[src/rtl/mem_arbiter_pkg.sv]
// mem_arbiter_pkg: shared types and default sizing for the two-port memory
// arbiter (top mem_arbiter, sub-module rr_arbiter2).
package mem_arbiter_pkg;

  // Default sizing of the shared word memory
  localparam int DATA_W_DEF = 16;
  localparam int ADDR_W_DEF = 16;
  localparam int DEPTH_DEF  = 500;

  // Controller sequencing: pick a winner, run one memory cycle, acknowledge
  typedef enum logic [1:0] {
    IDLE   = 2'd0,
    ACCESS = 2'd1,
    DONE   = 2'd2
  } state_t;

  // Index of a requester: 0 = instruction fetch, 1 = load/store
  typedef logic port_idx_t;

  // One-hot form of a port index, used for the per-port ack
  function automatic logic [1:0] port_onehot(input port_idx_t p);
    return p ? 2'b10 : 2'b01;
  endfunction

endpackage

[src/rtl/mem_arbiter_rr_arbiter2.sv]
// rr_arbiter2: two-requester round-robin winner select. Purely combinational;
// the caller owns the "last served" register and updates it on a grant.
module rr_arbiter2
  import mem_arbiter_pkg::*;
(
  input  logic [1:0] i_req,
  input  port_idx_t  i_last,
  output logic [1:0] o_grant,
  output logic       o_valid
);

  // A lone requester always wins; on a tie the port not served last wins
  always_comb begin
    o_grant = 2'b00;
    o_valid = |i_req;
    case (i_req)
      2'b01:   o_grant = 2'b01;
      2'b10:   o_grant = 2'b10;
      2'b11:   o_grant = (i_last == 1'b1) ? 2'b01 : 2'b10;
      default: o_grant = 2'b00;
    endcase
  end

endmodule

[src/rtl/mem_arbiter.sv]
// mem_arbiter: shares one word memory between an instruction-fetch port (0)
// and a load/store port (1). One access at a time, round-robin on ties,
// two-cycle latency from request to a one-cycle ack.
// Optional feature: define MEM_ARBITER_BOUNDS_CHECK_EN to block accesses at
// addr >= DEPTH and report them on err; otherwise every access reaches memory
// and err is tied low.
module mem_arbiter
  import mem_arbiter_pkg::*;
#(
  parameter int DATA_W = DATA_W_DEF,
  parameter int ADDR_W = ADDR_W_DEF,
  parameter int DEPTH  = DEPTH_DEF
) (
  input  logic                   clk,
  input  logic                   reset_n,
  input  logic [1:0]             req,
  input  logic [1:0]             wr,
  input  logic [1:0][ADDR_W-1:0] addr,
  input  logic [1:0][DATA_W-1:0] wdata,
  output logic [1:0]             ack,
  output logic [DATA_W-1:0]      rdata,
  output logic                   err,
  output logic [ADDR_W-1:0]      mem_addr,
  output logic [DATA_W-1:0]      mem_datain,
  output logic                   mem_re,
  output logic                   mem_we,
  input  logic [DATA_W-1:0]      mem_dataout
);

  // One extra bit so a DEPTH equal to 2**ADDR_W still compares correctly
  localparam logic [ADDR_W:0] LP_DEPTH = (ADDR_W+1)'(DEPTH);

`ifdef MEM_ARBITER_BOUNDS_CHECK_EN
  localparam bit LP_CHECK_EN = 1'b1;
`else
  localparam bit LP_CHECK_EN = 1'b0;
`endif

  state_t              r_state;
  state_t              w_state_next;
  port_idx_t           r_last;
  port_idx_t           r_port;
  port_idx_t           w_port;
  logic                r_wr;
  logic [ADDR_W-1:0]   r_addr;
  logic [DATA_W-1:0]   r_wdata;
  logic [DATA_W-1:0]   r_rdata;
  logic [1:0]          w_grant;
  logic                w_valid;
  logic                w_blocked;

  rr_arbiter2 u_rr_arbiter2 (
    .i_req   (req),
    .i_last  (r_last),
    .o_grant (w_grant),
    .o_valid (w_valid)
  );

  assign w_port = (w_grant == 2'b10);

  // Latched address out of range; constant 0 when checking is compiled out
  assign w_blocked = LP_CHECK_EN && ({1'b0, r_addr} >= LP_DEPTH);

  // Memory address and write data come straight from the latched request
  assign mem_addr   = r_addr;
  assign mem_datain = r_wdata;
  assign rdata      = r_rdata;

  // State register
  always_ff @(posedge clk or negedge reset_n) begin
    if (!reset_n) begin
      r_state <= IDLE;
    end else begin
      r_state <= w_state_next;
    end
  end

  // Next-state: IDLE waits for a request, ACCESS and DONE last one cycle each
  always_comb begin
    w_state_next = r_state;
    case (r_state)
      IDLE:    w_state_next = w_valid ? ACCESS : IDLE;
      ACCESS:  w_state_next = DONE;
      DONE:    w_state_next = IDLE;
      default: w_state_next = IDLE;
    endcase
  end

  // Outputs: strobes only in ACCESS for an allowed access, ack only in DONE
  always_comb begin
    mem_re = 1'b0;
    mem_we = 1'b0;
    ack    = 2'b00;
    case (r_state)
      ACCESS: begin
        mem_re = !w_blocked && !r_wr;
        mem_we = !w_blocked &&  r_wr;
      end
      DONE:    ack = port_onehot(r_port);
      default: ack = 2'b00;
    endcase
  end

  // Capture the winner's request and remember it as last served
  always_ff @(posedge clk or negedge reset_n) begin
    if (!reset_n) begin
      r_last  <= 1'b1;
      r_port  <= 1'b0;
      r_wr    <= 1'b0;
      r_addr  <= '0;
      r_wdata <= '0;
    end else if (r_state == IDLE && w_valid) begin
      r_last  <= w_port;
      r_port  <= w_port;
      r_wr    <= wr[w_port];
      r_addr  <= addr[w_port];
      r_wdata <= wdata[w_port];
    end
  end

  // Read data: memory word on an allowed read, zero on a blocked access,
  // otherwise held until the next read completes
  always_ff @(posedge clk or negedge reset_n) begin
    if (!reset_n) begin
      r_rdata <= '0;
    end else if (r_state == ACCESS) begin
      if (w_blocked) begin
        r_rdata <= '0;
      end else if (!r_wr) begin
        r_rdata <= mem_dataout;
      end
    end
  end

`ifdef MEM_ARBITER_BOUNDS_CHECK_EN
  logic r_err;

  // Error flag is set by a blocked access and lives only through DONE
  always_ff @(posedge clk or negedge reset_n) begin
    if (!reset_n) begin
      r_err <= 1'b0;
    end else if (r_state == ACCESS) begin
      r_err <= w_blocked;
    end else if (r_state == DONE) begin
      r_err <= 1'b0;
    end
  end

  assign err = r_err;
`else
  assign err = 1'b0;
`endif

endmodule

[config.mk]
export PLATFORM = sky130hd
export DESIGN_NAME = mem_arbiter
export DESIGN_NICKNAME = d
export VERILOG_FILES = /design/src/rtl/mem_arbiter_pkg.sv /design/src/rtl/mem_arbiter_rr_arbiter2.sv /design/src/rtl/mem_arbiter.sv
export SDC_FILE = /design/constraint.sdc
export NUM_CORES = 1
export LEC_CHECK = 0
export ABC_AREA = 1
export CAP_MARGIN = 0
export CORE_ASPECT_RATIO = 1.75
export CORE_MARGIN = 8
export CORE_UTILIZATION = 40
export DETAILED_ROUTE_END_ITERATION = 12
export PLACE_DENSITY = 0.92
export SETUP_SLACK_MARGIN = 0.4
export SYNTH_ARGS = -nofsm -noshare
export SYNTH_HDL_FRONTEND = slang
export SYNTH_HIERARCHICAL = 1
export SYNTH_SLANG_ARGS = --single-unit
[constraint.sdc]
create_clock -name clk -period 1.9 [get_ports clk]
set_input_delay 0.475 -clock clk [delete_from_list [all_inputs] [get_ports clk]]
set_output_delay 0.475 -clock clk [all_outputs]
set_load 0.01 [all_outputs]
# ---- After elaboration in Yosys (flattened, before gate mapping)
# Cells that the tools add are included.
dict set report word_totals {
  in_bits 86
  output_inout_bits 53
  regBits 53
  word_cells 34
}
dict set report op_classes {
  reduce_logical 5
  n_eq_ne 6
  bitwise_logic 1
  muxes 14
  magnitude_cmp 1
}
# operator count
set op_table {}
lappend op_table {{2-to-1 mux 16 bit} 4}
lappend op_table {{== test 2 bit (second input constant)} 4}
lappend op_table {{2-to-1 mux 2 bit} 3}
lappend op_table {{case mux 2 bit (3 select lines)} 1}
lappend op_table {{2-to-1 mux 1 bit} 5}
lappend op_table {{== test 2 x 1 -> 1 bit (second input constant)} 2}
lappend op_table {{case mux 2 bit (2 select lines)} 1}
lappend op_table {{zero test 2 bit} 1}
lappend op_table {{less-than comparator 1 x 2 -> 1 bit (second input constant)} 1}
lappend op_table {{AND reduction 2 bit} 1}
lappend op_table {{OR reduction 2 bit} 1}
lappend op_table {{logical AND 1 bit} 1}
lappend op_table {{zero test 1 bit} 1}
lappend op_table {{inverter 1 bit} 1}

# ---- Depth between registers and ports, before layout
# Gate-level depths: netlist of run 1.
dict set report logic_depth {
  ltp_word 5
  depth_mapped 9
  depth_no_buf 8
}

# ---- Modules after synthesis
# The synthesis of run 1 kept the hierarchy.
# module area_each_um2 seq_area_each_um2 cells_per_inst instances
set by_module_without_submodules {}
lappend by_module_without_submodules {mem_arbiter 2676.3 1327.5 372 1}
lappend by_module_without_submodules {rr_arbiter2 27.5 0.0 6 1}

# ---- Worst setup path before layout of run 1
# Ideal clock, no wire load.
dict set report synth_path {
  kind {reg-to-reg}
  startpoint {register r_last}
  endpoint {register r_addr[10] (netlist: mem_addr[10])}
  setup_time_ns 0.118
  n_path_buf 1
  setup_slack_ns 0.485
  required_time_ns 1.782
  arrival_time_ns 1.298
  path_stages_with_launch 9
  period_less_slack_ns 1.415
  cell_sequence {dfstp_2 -> nand3_1 -> nand2_1 -> clkinv_1 -> nand2_1 -> buf_2 -> nand2_1 -> nand3_1 -> nand2_1}
}
dict set report synth_between {
  elab_chain_len 5
}
# item line_no
set synth_rtl {}
lappend synth_rtl {{from (decl)} mem_arbiter.sv:41} ;# port_idx_t r_last;
lappend synth_rtl {{from (signal assigned)} mem_arbiter.sv:113} ;# r_last <= w_port;
lappend synth_rtl {{2-to-1 mux 2 bit} mem_arbiter_rr_arbiter2.sv:19} ;# 2'b11: o_grant = (i_last == 1'b1) ? 2'b01 : 2'b10;
lappend synth_rtl {{case mux 2 bit (3 select lines)} mem_arbiter_rr_arbiter2.sv:16} ;# case (i_req)
lappend synth_rtl {{named net w_grant[0]} mem_arbiter.sv:48} ;# logic [1:0] w_grant;
lappend synth_rtl {{== test 2 bit} mem_arbiter.sv:59} ;# assign w_port = (w_grant == 2'b10);
lappend synth_rtl {{2-to-1 mux 16 bit (not written as such) (2 in a row)} mem_arbiter.sv:116} ;# r_addr <= addr[w_port];
lappend synth_rtl {{to (signal assigned)} mem_arbiter.sv:116}
lappend synth_rtl {{to (decl)} mem_arbiter.sv:45} ;# logic [ADDR_W-1:0] r_addr;
# The timed path passes the listed nets, and every way through them passes these cells. The select of a mux whose other input is x is not followed.
# A chain may end at the register's enable or synchronous reset.

# ---- Final worst setup path of run 1
dict set report layout_path {
  startpoint {register r_state[1]}
  endpoint {output port mem_re}
}
dict set report layout_between {
  elab_chain_len 2
}
# item line_no
set layout_rtl {}
lappend layout_rtl {{from (decl)} mem_arbiter.sv:39} ;# state_t r_state;
lappend layout_rtl {{from (signal assigned)} mem_arbiter.sv:74} ;# r_state <= w_state_next;
lappend layout_rtl {{== test 2 x 1 -> 1 bit} mem_arbiter.sv:94} ;# case (r_state)
lappend layout_rtl {{2-to-1 mux 1 bit} mem_arbiter.sv:94}
lappend layout_rtl {{to (decl)} mem_arbiter.sv:25} ;# output logic mem_re,
# No other way between the ends.

==> flow_summary_export.csv, run 1 <==
group,metric,value,unit
critical_path,cp-end-kind,"output port",
routing,drtAntennaViolNets,0,
power_and_ir_drop,combinationalPowerShare,52.6,%
power_and_ir_drop,p_per_area,1380,mW/mm^2
layout,areaGrowthSynthToFinish,67.2,%
layout,finalNetCount,615,
critical_path,critPathLaunchType,"flop",
layout,ff_latch_area,0.00133,sq mm
routing,totalWireLength,9350,um
critical_path,crit_cells,5,
global_routing,grt_use_total,19.1,%
placed_design,gp_congestion,0.840,
sta,slew_violations,0,
sta,period_minus_slack,1650,ps
floorplan,row_count,39,
power_and_ir_drop,p_seq_share,32.5,%
placed_design,place_inst,591,
global_routing,grt_pass1_wl,15000,um
routing,dr.pass1.iters,7,
power_and_ir_drop,switching_share,40.3,%
power_and_ir_drop,net-switching-power,2.51,mW
critical_path,r2r_start,"r_last",
layout,final_cell_count_no_fill,612,
routing,drt_iter0_markers,141,
status,status,"completed",
floorplan,die_area,0.00975,sq mm
layout,diodes,0,
floorplan,die_x,78.2,um
critical_path,cp_slowest_cell,"dfrtp_1",
global_routing,overflow,0,
critical_path,r2r_cells,9,
clock_tree,cts_root_buf,"clkbuf_16",
routing,drcViolationCount,0,
hold_path,hp-class,"in -> async",
clock_tree,hold_buffers,0,
floorplan,ioPinCount,139,
sta,period_share,86.7,%
power_and_ir_drop,power.share.clock,14.8,%
critical_path,cp_top_family,"flip-flops",
synth,synth.avg_cell_area,7.15,sq um
synth,ys_seq_area_share,49.1,%
job,cap_violations,0,
layout,final_util,69.1,%
layout,layout-drive-gt1-share,10.4,%
critical_path,crit_chain,"buf_6 > nor2_4 > nand2_4 > clkinv_4 > buf_6",
clock_tree,clkSinkCount,53,
critical_path,worstSetupEndpoint,"mem_re",
critical_path,path_buf_inv,3,
clock_tree,cts_tree,"built",
synth,ys_types,22,
floorplan,initial_core_util,41.4,%
critical_path,critPathRequiredTime,1420,ps
critical_path,critical_path.startpoint,"r_state[1]",
clock_tree,numCtsBuffers,5,
placed_design,port_buffers,137,
critical_path,path_class,"reg -> out",
power_and_ir_drop,ir_worst_vdd,0.898,mV
critical_path,crit_arrival,1170,ps
global_routing,grt_pass1_vias,3177,
synth,ys_ff_latch,53,
routing,avgRoutedWirePerCell,15.3,um
critical_path,r2r_setup_slack,480,ps
power_and_ir_drop,intPower,3.71,mW
floorplan,core_region_area,0.00654,sq mm
synth,syn_inst,378,
sta,finClkSkew,5.26,ps
sta,grt_setup_unrepaired,"yes",
routing,vias_per_cell,4.84,
global_routing,antenna_found_initial,0,
clock_tree,clockBufferDepth,2,
sta,hold_violations,0,
placed_design,hpwl,6780,um
layout,fillers,560,
clock_tree,htreeDepth,2,
critical_path,max_stage_delay,410,ps
synth,yosysWarnings,6,
clock_tree,clk_pin_slew,70,ps
global_routing,grt_max_degree,54,
sta,finalSetupViolations,0,
critical_path,crit_path_max_fanout,2,
synth,synth_area,0.00270,sq mm
floorplan,die_y,125,um
critical_path,crit_path_frequent_cell,"buf_6",
power_and_ir_drop,p_leak,2.53,nW
routing,vias,2964,
layout,multiInputGateArea,0.00104,sq mm
sta,fmax,0.607,GHz
clock_tree,clk_latency,290,ps
critical_path,timing.rr.end,"mem_addr[0]",
synth,syn_nets,464,
## power groups by stage
| stage | sequential, mW | combinational (mW) | clock, mW |
|---|---|---|---|
| finish | 2.02 | 3.27 | 0.923 |
| global route | 2.09 | 3.59 | 0.997 |
| CTS | 2.02 | 3.15 | 0.944 |
| detailed placement | 2.07 | 3.33 | 0 |
| global placement | 2.05 | 3.22 | 0 |
| floorplan | 2.27 | 1.26 | 0 |
## cell families after synthesis
| family | after synthesis | synth area share [%] |
|---|---|---|
| AOI/OAI and AO/OA | 2 | 0.370 |
| DFF | 53 | 49.1 |
| buffers and inverters | 92 | 14.1 |
| other | 1 | 0.139 |
| and+or+nand+nor | 230 | 36.3 |
## metal layers
layer	track usage, %	vias to the layer above	routed length, um
met5	0	-	0
met4	12.2	0	505
met3	4.70	38	536
met2	35.3	125	5110
met1	17.5	1375	3200
li1	-	1426	-
## registers in the layout, indices dropped and copies added, names as in the netlist
name / count
mem_addr: 16
mem_datain: 16
r_last: 1
r_port: 1
r_state: 2
r_wr: 1
rdata: 16
## cell usage in the layout, fill, tap and decap left out, drive strengths merged
master         count
a21oi              1
buf               31
clkbuf             5
clkdlybuf4s50     82
clkinv             4
conb               1
dfrtp             52
dfstp              1
dlygate4sd2       50
inv               72
nand2            155
nand3             67
nand4              1
nor2               3
nor3               3
o21ai              1
or2                1
## synthesized netlist by cell type, drive strengths merged
library cell | instances | area (sq um)
inv | 72 | 275
dfrtp | 52 | 1300
nand2 | 155 | 592
dfstp | 1 | 26.3
o21ai | 1 | 5.00
nor2 | 3 | 26.3
a21oi | 1 | 5.00
buf | 13 | 80.1
clkbuf | 6 | 22.5
nor3 | 3 | 15.0
nand4 | 1 | 6.26
conb | 1 | 3.75
nand3 | 67 | 335
or2 | 1 | 6.26
clkinv | 1 | 3.75
## worst min path at each step
stage	to	slack, ps	from	cells after the start
floorplan	mem_addr[0]	180	reset_n	0
global placement	mem_datain[10]	460	mem_datain[10]	2
detailed placement	mem_addr[10]	470	mem_addr[10]	2
CTS	mem_addr[12]	180	reset_n	2
global route	mem_addr[12]	180	reset_n	2
finish	mem_addr[12]	160	reset_n	2
## area by class of cell
| class | instances | share of cell area, % |
|---|---|---|
| sequential | 53 | 29.4 |
| tap | 82 | 2.27 |
| clock inverter | 3 | 0.581 |
| timing repair buffer | 163 | 35.6 |
| inverter | 73 | 6.31 |
| clock buffer | 5 | 2.77 |
| multi-input combinational | 233 | 23.0 |
## stage by stage
stage	setup slack, ps	TNS, ps	cell area (sq um)	hold slack [ps]	total power, mW
6_report	252	0	4520	162	6.22
3_3_place_gp	42.2	0	4240	462	5.27
4_1_cts	235	0	4430	179	6.12
2_1_floorplan	485	0	2700	179	3.53
3_5_place_dp	-24.0	-162	4240	465	5.40
5_1_grt	201	0	4520	182	6.68
## timing repair
item	4_1_cts	5_1_grt
pin swaps	4	5
buffers inserted	5	6
setup endpoints to repair	86	28
gates resized for setup	77	10
gates cloned	2	0
No activity file was read; power rests on OpenSTA's default activity.
==> inputs of run 2 (changes only) <==
ABC_CLOCK_PERIOD_IN_PS = 1900   (was not set)
==> results of run 2 <==
No change in the layout: final DEF, timing and power equal those of run 1.
==> inputs of run 3 (changes only) <==
CTS_BUF_LIST = sky130_fd_sc_hd__clkbuf_8   (was not set)
SYNTH_HIERARCHICAL = not set   (was 1)
TNS_END_PERCENT = 30   (was not set)
==> flow_summary_export.csv, run 3 <==
group,metric,value,unit
status,status,"completed",
placed_design,hpwl,6850,um
hold_path,hp-class,"in -> async",
critical_path,max_stage_delay,560,ps
routing,drtAntennaViolNets,0,
synth,syn_inst,373,
critical_path,crit_arrival,1230,ps
synth,yosysMostFrequentCell,"nand2_1",
sta,finalSetupViolations,0,
clock_tree,clockBufferDepth,2,
clock_tree,clk_latency,310,ps
global_routing,grt_use_total,17.5,%
placed_design,post-place-ws,17.2,ps
clock_tree,cts_tree,"built",
critical_path,cp_slowest_cell,"clkdlybuf4s50_1",
layout,final_common_cell,"nand2_1",
sta,hold_violations,0,
routing,avgRoutedWirePerCell,14.3,um
layout,fillers,576,
global_routing,antenna_found_initial,0,
clock_tree,htreeDepth,2,
floorplan,die_y,125,um
routing,totalWireLength,8560,um
routing,dr.pass1.iters,4,
sta,fin_setup_tns,0,ps
job,cap_violations,0,
synth,synthTopCellsByCount,"nand2_1, inv_1, nand3_1",
sta,setup_ws,196,ps
sta,finClkSkew,17.1,ps
clock_tree,hold_buffers,0,
power_and_ir_drop,ir_worst_vdd,0.709,mV
synth,yosysWarnings,0,
global_routing,grt_pass1_vias,2850,
critical_path,path_class,"reg -> out",
sta,grt_setup_unrepaired,"yes",
floorplan,die_area,0.00981,sq mm
power_and_ir_drop,finalPower,5.71,mW
critical_path,path_buf_inv,1,
synth,synth_ff_type,"dfrtp_1",
clock_tree,clk_pin_slew,110,ps
floorplan,row_count,40,
sta,period_minus_slack,1700,ps
sta,fmax,0.587,GHz
synth,synth.avg_cell_area,7.30,sq um
critical_path,cp-end-kind,"output port",
floorplan,ioPinCount,139,
power_and_ir_drop,p_per_area,1310,mW/mm^2
global_routing,grt_pass1_wl,13800,um
power_and_ir_drop,p_leak,2.59,nW
clock_tree,cts_root_buf,"clkbuf_8",
routing,drcViolationCount,0,
layout,diodes,0,
synth,synth_area_leader_cell,"dfrtp_1",
critical_path,crit_chain,"clkdlybuf4s50_1",
layout,layout_common_cells,"nand2_1, clkdlybuf4s50_1, inv_1",
clock_tree,numCtsBuffers,5,
floorplan,core_region_area,0.00671,sq mm
layout,final_util,65.2,%
critical_path,cp_top_family,"buffers and inverters",
sta,period_share,89.7,%
critical_path,critPathRequiredTime,1420,ps
sta,slew_violations,0,
floorplan,die_x,78.4,um
routing,vias,2804,
placed_design,gp_congestion,0.783,
synth,syn_nets,459,
synth,ys_types,17,
synth,synthArstFlopShare,100,%
critical_path,critPathLaunchType,"flop",
synth,synth_area,0.00272,sq mm
clock_tree,clkSinkCount,53,
global_routing,grt_max_degree,35,
synth,synth-edff-count,0,
floorplan,initial_core_util,40.6,%
synth,ys_seq_area_share,48.8,%
routing,drt_iter0_markers,110,
global_routing,overflow,0,
layout,areaGrowthSynthToFinish,60.6,%
synth,synth_area_leaders,"dfrtp_1, nand2_1, nand3_1, inv_1, buf_4",
synth,yosysTopAreaCellShare,47.8,%
layout,finalNetCount,601,
critical_path,crit_path_max_fanout,2,
placed_design,port_buffers,137,
synth,ys_ff_latch,53,
routing,vias_per_cell,4.67,
layout,layout-drive-gt1-share,8.53,%
==> run 3: changes by cell type in the layout (fill, tap and decap cells not counted), sizes merged, moves of 2 or more <==
cell           previous run  this run
dlygate4sd2              50        11
dlymetal6s2s              0        23
clkdlybuf4s50            82        96
buf                      31        22
clkinv                    4         0
inv                      72        75
clkdlybuf4s15             0         2
==> run 3: final cells by class <==
type	instances	area [sq um]	area share, %
timing repair buffer	154	1570	35.9
sequential	53	1330	30.4
multi-input combinational	228	997	22.8
inverter	73	279	6.38
tap	84	105	2.40
clock buffer	5	68.8	1.57
clock inverter	3	25.0	0.572
==> run 3: path summary, 6_finish.rpt <==
path                       slack, ps        endpoint  startpoint  depth (start not counted)
min                              110        rdata[0]     reset_n                          1
min in group clk                 480          r_last      r_last                          2
min reg2reg                      480          r_last      r_last                          2
max reg2reg                      550    mem_addr[13]  r_state[1]                          7
max                              200        rdata[2]    rdata[2]                          1
max in group asynchronous       1230  mem_datain[10]     reset_n                          2
==> run 3: layer usage <==
metal / share of wire [%] / track usage, %
met3: 6.6 / 4.88
met4: 4.3 / 9.11
met1: 35 / 17.6
met2: 54 / 31.3
met5: 0 / 0
==> run 3: cell families (layout without fill, tap and decap cells) <==
kind of cell,count (synthesis),after routing,synth area share [%]
buffers and inverters,92,235,15.2
AOI/OAI and AO/OA,1,1,0.184
and+or+nand+nor,226,226,35.8
DFF,53,53,48.8
other,1,1,0.138
==> run 3: timing repair <==
action	CTS	global route
pin swaps	2	0
resized for setup	39	25
setup buffers	5	0
endpoints found under the setup margin	59	85
==> run 3: through the flow <==
stage / area [sq um] / std cells / hold WS (ps)
floorplan: 2720 / 373 / 179
global placement: 4190 / 587 / 449
detailed placement: 4190 / 587 / 463
CTS: 4310 / 600 / 113
global route: 4370 / 600 / 120
finish: 4370 / 600 / 106
==> run 3: report_power, final <==
part / internal [mW] / leakage (nW) / switching, mW / total (mW)
clock network: 0.269 / 0.0452 / 0.386 / 0.656
registers: 1.70 / 0.645 / 0.306 / 2.01
logic: 1.46 / 1.90 / 1.58 / 3.04
total: 3.43 / 2.59 / 2.27 / 5.71
